--- config.mk ---
export PLATFORM = sky130hd
export DESIGN_NAME = pip_vertex_feeder
export DESIGN_NICKNAME = d
export VERILOG_FILES = /design/src/rtl/pip_vertex_feeder.sv
export SDC_FILE = /design/constraint.sdc
export NUM_CORES = 1
export LEC_CHECK = 0
export ABC_AREA = 1
export CAP_MARGIN = 15
export CORE_MARGIN = 8
export CORE_UTILIZATION = 50
export CTS_BUF_LIST = sky130_fd_sc_hd__clkbuf_8
export CTS_CLUSTER_SIZE = 24
export DETAILED_ROUTE_END_ITERATION = 8
export GPL_TIMING_DRIVEN = 0
export MAX_ROUTING_LAYER = met4
export PLACE_DENSITY = 0.86
export SLEW_MARGIN = 20
export SYNTH_ARGS = -nofsm -noshare
export SYNTH_HDL_FRONTEND = slang
export SYNTH_SLANG_ARGS = --single-unit
--- constraint.sdc ---
create_clock -name clk -period 5.7 [get_ports clk]
set_clock_uncertainty 0.1 [all_clocks]
set_input_delay 1.14 -clock clk [delete_from_list [all_inputs] [get_ports clk]]
set_output_delay 1.14 -clock clk [all_outputs]
set_load 0.005 [all_outputs]
--- src/rtl/pip_vertex_feeder.sv ---
// Polygon vertex buffer and replay stage in front of the PIP core.
// Optional WAIT timeout: define PIP_FEEDER_TIMEOUT_EN.
module pip_vertex_feeder #(
  parameter int WIDTH   = 16,
  parameter int POINTS  = 5,
  parameter int TIMEOUT = 64
) (
  input  logic             clk,
  input  logic             rst,
  input  logic             clear,
  input  logic             v_valid,
  output logic             v_ready,
  input  logic [WIDTH-1:0] v_x,
  input  logic [WIDTH-1:0] v_y,
  input  logic             q_valid,
  output logic             q_ready,
  input  logic [WIDTH-1:0] q_x,
  input  logic [WIDTH-1:0] q_y,
  output logic             pip_en,
  output logic [WIDTH-1:0] pip_xc,
  output logic [WIDTH-1:0] pip_yc,
  output logic [WIDTH-1:0] pip_xi,
  output logic [WIDTH-1:0] pip_yi,
  input  logic             pip_fin,
  input  logic [WIDTH-1:0] pip_res,
  output logic             r_valid,
  input  logic             r_ready,
  output logic [WIDTH-1:0] r_data,
  output logic             r_err
);

  localparam int CW = $clog2(POINTS + 1);
  localparam logic [CW-1:0] LAST = CW'(POINTS - 1);
  localparam logic [CW-1:0] KMAX = CW'(POINTS);

  if (POINTS < 3 || TIMEOUT < 1) begin : g_cfg_bad
    $error("pip_vertex_feeder: POINTS must be >=3, TIMEOUT >=1");
  end

  typedef enum logic [2:0] {
    S_LOAD, S_IDLE, S_STREAM, S_WAIT, S_RESULT
  } state_t;

  state_t state, state_n;
  logic [CW-1:0] cnt, cnt_n;
  logic [CW-1:0] k, k_n;
  logic [WIDTH-1:0] vx [POINTS];
  logic [WIDTH-1:0] vy [POINTS];

  logic v_ready_n, q_ready_n, pip_en_n, r_valid_n;
  logic [WIDTH-1:0] xc_n, yc_n, xi_n, yi_n, r_data_n;

`ifdef PIP_FEEDER_TIMEOUT_EN
  localparam int TW = $clog2(TIMEOUT + 1);
  localparam logic [TW-1:0] TLAST = TW'(TIMEOUT - 1);
  logic [TW-1:0] tcnt, tcnt_n;
  logic err_n;
`endif

  // Next-state and next-output decode; clear overrides everything.
  always_comb begin
    state_n   = state;
    cnt_n     = cnt;
    k_n       = k;
    v_ready_n = v_ready;
    q_ready_n = q_ready;
    pip_en_n  = pip_en;
    xc_n      = pip_xc;
    yc_n      = pip_yc;
    xi_n      = pip_xi;
    yi_n      = pip_yi;
    r_valid_n = r_valid;
    r_data_n  = r_data;
`ifdef PIP_FEEDER_TIMEOUT_EN
    tcnt_n    = tcnt;
    err_n     = r_err;
`endif
    unique case (state)
      S_LOAD: begin
        if (v_valid && v_ready) begin
          cnt_n = cnt + 1'b1;
          if (cnt == LAST) begin
            cnt_n     = '0;
            v_ready_n = 1'b0;
            q_ready_n = 1'b1;
            state_n   = S_IDLE;
          end
        end
      end
      S_IDLE: begin
        if (q_valid && q_ready) begin
          xc_n      = q_x;
          yc_n      = q_y;
          xi_n      = '0;
          yi_n      = '0;
          k_n       = '0;
          pip_en_n  = 1'b1;
          q_ready_n = 1'b0;
          state_n   = S_STREAM;
        end
      end
      S_STREAM: begin
        if (k == KMAX) begin
          pip_en_n = 1'b0;
          xi_n     = '0;
          yi_n     = '0;
          k_n      = '0;
          state_n  = S_WAIT;
`ifdef PIP_FEEDER_TIMEOUT_EN
          tcnt_n   = '0;
`endif
        end else begin
          k_n  = k + 1'b1;
          xi_n = vx[k];
          yi_n = vy[k];
        end
      end
      S_WAIT: begin
        if (pip_fin) begin
          r_data_n  = pip_res;
          r_valid_n = 1'b1;
          state_n   = S_RESULT;
`ifdef PIP_FEEDER_TIMEOUT_EN
        end else if (tcnt == TLAST) begin
          r_data_n  = '0;
          r_valid_n = 1'b1;
          err_n     = 1'b1;
          state_n   = S_RESULT;
        end else begin
          tcnt_n = tcnt + 1'b1;
`endif
        end
      end
      S_RESULT: begin
        if (r_ready) begin
          r_valid_n = 1'b0;
          q_ready_n = 1'b1;
          state_n   = S_IDLE;
`ifdef PIP_FEEDER_TIMEOUT_EN
          err_n     = 1'b0;
`endif
        end
      end
      default: state_n = S_LOAD;
    endcase
    if (clear) begin
      state_n   = S_LOAD;
      cnt_n     = '0;
      k_n       = '0;
      v_ready_n = 1'b1;
      q_ready_n = 1'b0;
      pip_en_n  = 1'b0;
      xi_n      = '0;
      yi_n      = '0;
      r_valid_n = 1'b0;
`ifdef PIP_FEEDER_TIMEOUT_EN
      err_n     = 1'b0;
`endif
    end
  end

  // State and registered outputs.
  always_ff @(posedge clk) begin
    if (rst) begin
      state   <= S_LOAD;
      cnt     <= '0;
      k       <= '0;
      v_ready <= 1'b1;
      q_ready <= 1'b0;
      pip_en  <= 1'b0;
      pip_xc  <= '0;
      pip_yc  <= '0;
      pip_xi  <= '0;
      pip_yi  <= '0;
      r_valid <= 1'b0;
      r_data  <= '0;
`ifdef PIP_FEEDER_TIMEOUT_EN
      tcnt    <= '0;
      r_err   <= 1'b0;
`endif
    end else begin
      state   <= state_n;
      cnt     <= cnt_n;
      k       <= k_n;
      v_ready <= v_ready_n;
      q_ready <= q_ready_n;
      pip_en  <= pip_en_n;
      pip_xc  <= xc_n;
      pip_yc  <= yc_n;
      pip_xi  <= xi_n;
      pip_yi  <= yi_n;
      r_valid <= r_valid_n;
      r_data  <= r_data_n;
`ifdef PIP_FEEDER_TIMEOUT_EN
      tcnt    <= tcnt_n;
      r_err   <= err_n;
`endif
    end
  end

`ifndef PIP_FEEDER_TIMEOUT_EN
  assign r_err = 1'b0;
`endif

  // Vertex buffer write; contents need no reset.
  always_ff @(posedge clk) begin
    if (!rst && !clear && state == S_LOAD && v_valid) begin
      vx[cnt] <= v_x;
      vy[cnt] <= v_y;
    end
  end

endmodule
==> metrics.md <==
| Metric | Value |
|---|---|
| Die area | between 20000 and 25000 um2 |
| Synth Area per Inst | 10.5 um2 |
| Count of cell types in the netlist | 30 |
| # DRC | 0 |
| Area of the core | between 15000 and 20000 um2 |
| Cell Area, Placed | between 10000 and 15000 um2 |
| DRT Pass-1 Iters | 5 |
| Synth Register Bits | 256 |
| Combinational share of power | 3.3% |
| Antenna Nets Post-Route | 0 |
| CTS Buffer Depth | 3 |
| RSZ-0062 raised after global routing | no |
| Register share of total power | 54.0% |
| Initial Util | 50.9% |
| R2R Path Start | state[1] |
| Max Cap Viol | 0 |
| Initial drt markers | 822 |
| Power, Total | 3.67 mW |
| Slew Viols, Final | 0 |
| Layout cells sized above 1 | 12.7% |
| Clk_lat worst skew | 0.57 ns |
| Postcts setup bufs | 0 |
| R2R cell count | 8 |
| Most frequent cells in the layout | 207 x nor2_1, 169 x clkdlybuf4s50_1, 166 x nand2_1 |
| Clock Power Share | between 40% and 50% |
| Final WL | approximately 27 mm |
| Count of buffers from port buffering | 169 |
| Switching Share | 21.4% |
| Crit Path Max Fanout | 9 |
| Cell Area, Synth | ~9900 um2 |
| Seq/Total Area, Yosys | 68.1% |
| HPWL Detailed | 18.2 mm |
| Post-Layout Cell Count | 1470 |
| Post-cts resize count | 0 |
| GRT Total Usage | 22.2% |
| Worst-margin pin slew | slightly below 0.9 ns |
| Status | completed |
| Largest net degree at the start of global routing | 12 |
| Area Growth Syn to Fin | 30.9% |
| Synthesized instance count | 938 |
| Slew headroom | roughly two fifths |
| Die width | approximately 160 um |
| Fin crit share | 58.8% |
| Peak supply drop | 0.000179 V |
| H-Tree Depth | 2 |
| CP arrival | 3.52 ns |
| CTS Hold Bufs | 0 |
| CTS sink count | approximately 260 |
| Final design utilization | 66.6% |
| # rows | 51 |
| CP Class | input pin to flop |
| Die Ht | 157 um |
| Syn Nets | 1027 |
| Vias/cell | 5.33 |
| Hold Path Class | flop to flop |
| PD cells | 284 nW/um2 |
| Initial antenna violation count | 0 |
| Design area | 12900 um2 |
| Worst setup SP type | input pin |
| Routed wire per std cell | 18.4 um |
| Most common cell after layout, fill and taps aside | nor2_1 |
| Min-delay src | r_data[11] |
| DP Cell Count | 1395 |
| Final setup viols | 0 |
| I/O Pins | 172 |
| Worst Hold Path EP | r_data[11] |
| Worst hold path depth | 2 |
| GPL Wtd Cong | between 0.8 and 0.9 |
| Critical Path RT | 5.87 ns |
| Total number of vias | 7838 |
| Final min period | 3.35 ns |
| Internal | 2.88 mW |
| Synth warn | 0 |
| Vias in the first global route | 7856 |
| FMAX | 298 MHz |
| Nets | ~1.3k |
| Fin Setup TNS | 0 ns |
| TritonCTS clock tree | built |
| N_diodes | 0 |
| Worst-path clk slew | 0.06 ns |
| GRT Residual Overflow | 0 |
| First-pass GRT wire length | 41.2 mm |
| Root buffer cell | clkbuf_8 |
| Reg-to-reg endpoint | vy[1][4] |
| Crit. End Element | flop |
| Final Hold Fails | 0 |
| Leakage | 4.60 nW |
| Total CTS buffers | 41 |
| Net switching power | between 700 and 800 uW |
| R2r setup slk | 3.04 ns |
-- flip-flops by register name, summed over array words and instances (netlist names), 3 cells and up, named ones only --
register  count
pip_xc       16
k             3
vy           80
pip_yi       16
cnt           3
r_data       16
pip_yc       16
state         3
pip_xi       16
vx           80
-- power groups by stage --
stage	clock network [mW]	logic [mW]	registers, mW
2_1_floorplan	0	0.0315	2.02
3_3_place_gp	0	0.112	2.02
3_5_place_dp	0	0.119	2.02
4_1_cts	1.58	0.121	1.98
5_1_grt	1.66	0.131	1.98
6_report	1.57	0.122	1.98
-- cells in the mapped netlist --
cell      count  area share [%]
o21ai_0      63             3.2
a31oi_1       1           0.063
conb_1        1           0.038
o21a_1        1           0.076
nor2_2        1           0.063
nor2_1      207             7.9
nor4_1        2            0.13
nand3_4       1            0.18
buf_4         2            0.15
o31ai_1       1           0.076
dfxtp_1      96              19
nand3_1      56             2.8
edfxtp_1    160              49
buf_2        14            0.71
ha_1          2            0.25
o21ai_1       5            0.25
a21oi_1      58             2.9
buf_6         9             1.0
nand2_1     166             6.3
nor3_1        6            0.30
nand2_4       3            0.34
a21oi_2      29             2.6
buf_1         2           0.076
nor2_4        4            0.46
inv_4         1           0.063
a211oi_1      2            0.15
nand4_1       1           0.063
inv_1        14            0.53
clkbuf_1     25            0.95
inv_2         5            0.19
-- through the flow --
stage,hold WS [ns],setup WS (ns)
detailed placement,0.353,1.83
global placement,0.347,-2.38
global route,0.383,2.29
CTS,0.361,2.41
finish,0.358,2.35
floorplan,0.354,0.531
-- final cells by class --
cell class                      instances  area, um2
Timing Repair Buffer                  192       1870
Fill cell                            1372       6470
Clock inverter                         25        136
Multi-Input combinational cell        610       2810
Inverter                               20       77.6
Clock buffer                           50        688
Buffer                                 52        288
Tap cell                              265        332
Sequential cell                       256       6730
-- layer usage --
| metal | track usage, % | wire, um | share of wire [%] | up-vias |
|---|---|---|---|---|
| met5 | - | 0 | 0 | - |
| met4 | 11.7 | 1100 | 4.1 | 0 |
| met3 | 4.47 | 1960 | 7.2 | 84 |
| met2 | 37.0 | 13700 | 51 | 403 |
| met1 | 25.0 | 10300 | 38 | 3694 |
| li1 | - | - | - | 3657 |
-- how the worst max path moves through the flow --
stage	startpoint	endpoint	slack [ns]	depth (start not counted)
final	rst	vy[1][4]	2.35	7
after floorplan	clear	vx[1][0]	0.53	3
after global routing	rst	vy[2][11]	2.29	7
after global placement	rst	vy[1][5]	-2.38	4
after detailed placement	rst	vy[1][3]	1.83	7
after CTS	rst	vy[1][2]	2.41	7
-- critical path: stages --
cell and delay, ns:
clkdlybuf4s50_1 0.47, nor2_2 0.39, nand3_1 0.20, nor4_2 0.67, buf_4 0.28, buf_4 0.16, buf_2 0.20
-- cell families after synthesis --
group | synth area share [%]
buffers and inverters | 3.70
adder cells (fa/ha/maj) | 0.253
flip-flops | 68.1
AND/OR/NAND/NOR | 18.6
other | 0.0380
AO/OA/AOI/OAI | 9.33
Power figures use the tool's default switching activity.
==> patch, RTL diff (config.mk and constraints unchanged) <==
The option `PIP_FEEDER_TIMEOUT_EN` is turned on by a define.
--- a/src/rtl/pip_vertex_feeder.sv
+++ b/src/rtl/pip_vertex_feeder.sv
@@ -1,5 +1,7 @@
 // Polygon vertex buffer and replay stage in front of the PIP core.
 // Optional WAIT timeout: define PIP_FEEDER_TIMEOUT_EN.
+`define PIP_FEEDER_TIMEOUT_EN
+
 module pip_vertex_feeder #(
   parameter int WIDTH   = 16,
   parameter int POINTS  = 5,
Function: no difference found for any inputs over 10 cycles, from zero or initial values and one cycle with rst high; that may be too few to reach the edited logic, so the function may still have changed.
==> patch against the unedited design <==
Routed wire length increased by 0.54%. Die area up 1.8%. Setup slack lost 150 ps. Register-to-register slack better by 40 ps. Largest power group unchanged. Count of clock-buffer cells in the layout is 3 lower. Total power grew 0.95%. Final area rose by 1.8%. Synthesized area grew 2.0%. Maximum frequency shrank 4.3%. Critical endpoint is now vx[0][7]. Sequential cell count rose by 8. Critical path depth is the same.
==> patch: results (changes against the unedited design) <==
stage	metric	value	unit	change
clock_network	worst-skew pair later-pin latency	540	ps	was 570 ps
placement	DP Area	12300	µm²	was 12100 µm²
layout	area of the multi-input gates	2900	µm²	was 2810 µm²
grt	GRT Total Usage	0.221		was 0.222
layout	fill cell count	1499		was 1372
placement	routability congestion estimate	0.853		was 0.818
worst_setup_path	RR Startpoint	state[0]		was state[1]
synthesis	register area share after synthesis	0.684		was 0.681
pwr	P_leak	4.62	nW	was 4.60 nW
worst_setup_path	CP peak stage delay	620	ps	was 670 ps
worst_setup_path	CP max stage cell	nor3_2		was nor4_2
min_path	WHS Endpoint	r_err		was r_data[11]
clock_network	CTS Buf Count	43		was 41
synthesis	Post-synth top cells	nand2_1 (216), nor2_1 (184), edfxtp_1 (160), dfxtp_1 (104), a21oi_1 (95)		was nor2_1 (207), nand2_1 (166), edfxtp_1 (160), dfxtp_1 (96), o21ai_0 (63)
synthesis	synth top area cells	edfxtp_1 (48%), dfxtp_1 (21%), nand2_1 (8.0%), nor2_1 (6.9%), a21oi_1 (4.7%)		was edfxtp_1 (49%), dfxtp_1 (19%), nor2_1 (7.9%), nand2_1 (6.3%), o21ai_0 (3.2%)
drt	DR WL met2	13600	µm	was 13700 µm
drt	Vias/cell	5.37		was 5.33
outcome	status	completed		unchanged
worst_setup_path	Worst R2R Setup Slack	3080	ps	was 3040 ps
layout	final cell count without fillers	1524		was 1470
worst_setup_path	Reg-to-Reg End	vx[0][7]		was vy[1][4]
grt	grt met2 use	0.363		was 0.370
placement	Inst Count DP	1444		was 1395
min_path	min-delay src	r_err		was r_data[11]
grt	vias in the first global route	8167		was 7856
layout	nets	1309		was 1262
synthesis	Syn Nets	1073		was 1027
patch: cell types whose count changed in the layout (fill, tap and decap cells not counted), sizes merged, moves of 2 or more:
cell,change
clkinv,+5
nand4,+7
a21oi,+9
nor2,-24
nand2,+51
inv,+13
nand3,-42
a211oi,-2
buf,-8
clkdlybuf4s50,+2
o211ai,+32
dfxtp,+8
patch: cell type report:
class                           instances  area share
Buffer                                 50      0.0160
Clock buffer                           47      0.0492
Clock inverter                         33      0.0133
Inverter                               29     0.00828
Multi-Input combinational cell        640       0.220
Sequential cell                       264       0.524
Tap cell                              270      0.0257
Timing Repair Buffer                  191       0.144
patch: worst max path at each step:
stage                     endpoint  slack [ps]  cells past startpoint
after floorplan           vx[1][0]         410                      3
after global placement    vx[1][2]       -2440                      4
after detailed placement  vx[0][2]        1680                      7
after CTS                 vx[0][7]        2220                      7
after global routing      vx[0][2]        2100                      7
final                     vx[0][7]        2200                      7
patch: through the flow:
| step | setup slack, ps | hold WS, ps | TNS [ps] |
|---|---|---|---|
| after floorplan | 415 | 344 | 0 |
| after global placement | -2440 | 338 | -181690 |
| after detailed placement | 1680 | 345 | 0 |
| after CTS | 2220 | 354 | 0 |
| after global routing | 2100 | 374 | 0 |
| final | 2200 | 352 | 0 |
patch: power groups by stage:
| stage | sequential [W] | combinational, W | clock (W) |
|---|---|---|---|
| 2_1_floorplan | 0.00208 | 0.0000286 | 0 |
| 3_3_place_gp | 0.00208 | 0.000111 | 0 |
| 3_5_place_dp | 0.00208 | 0.000119 | 0 |
| 4_1_cts | 0.00204 | 0.000120 | 0.00158 |
| 5_1_grt | 0.00204 | 0.000129 | 0.00166 |
| 6_report | 0.00204 | 0.000121 | 0.00155 |
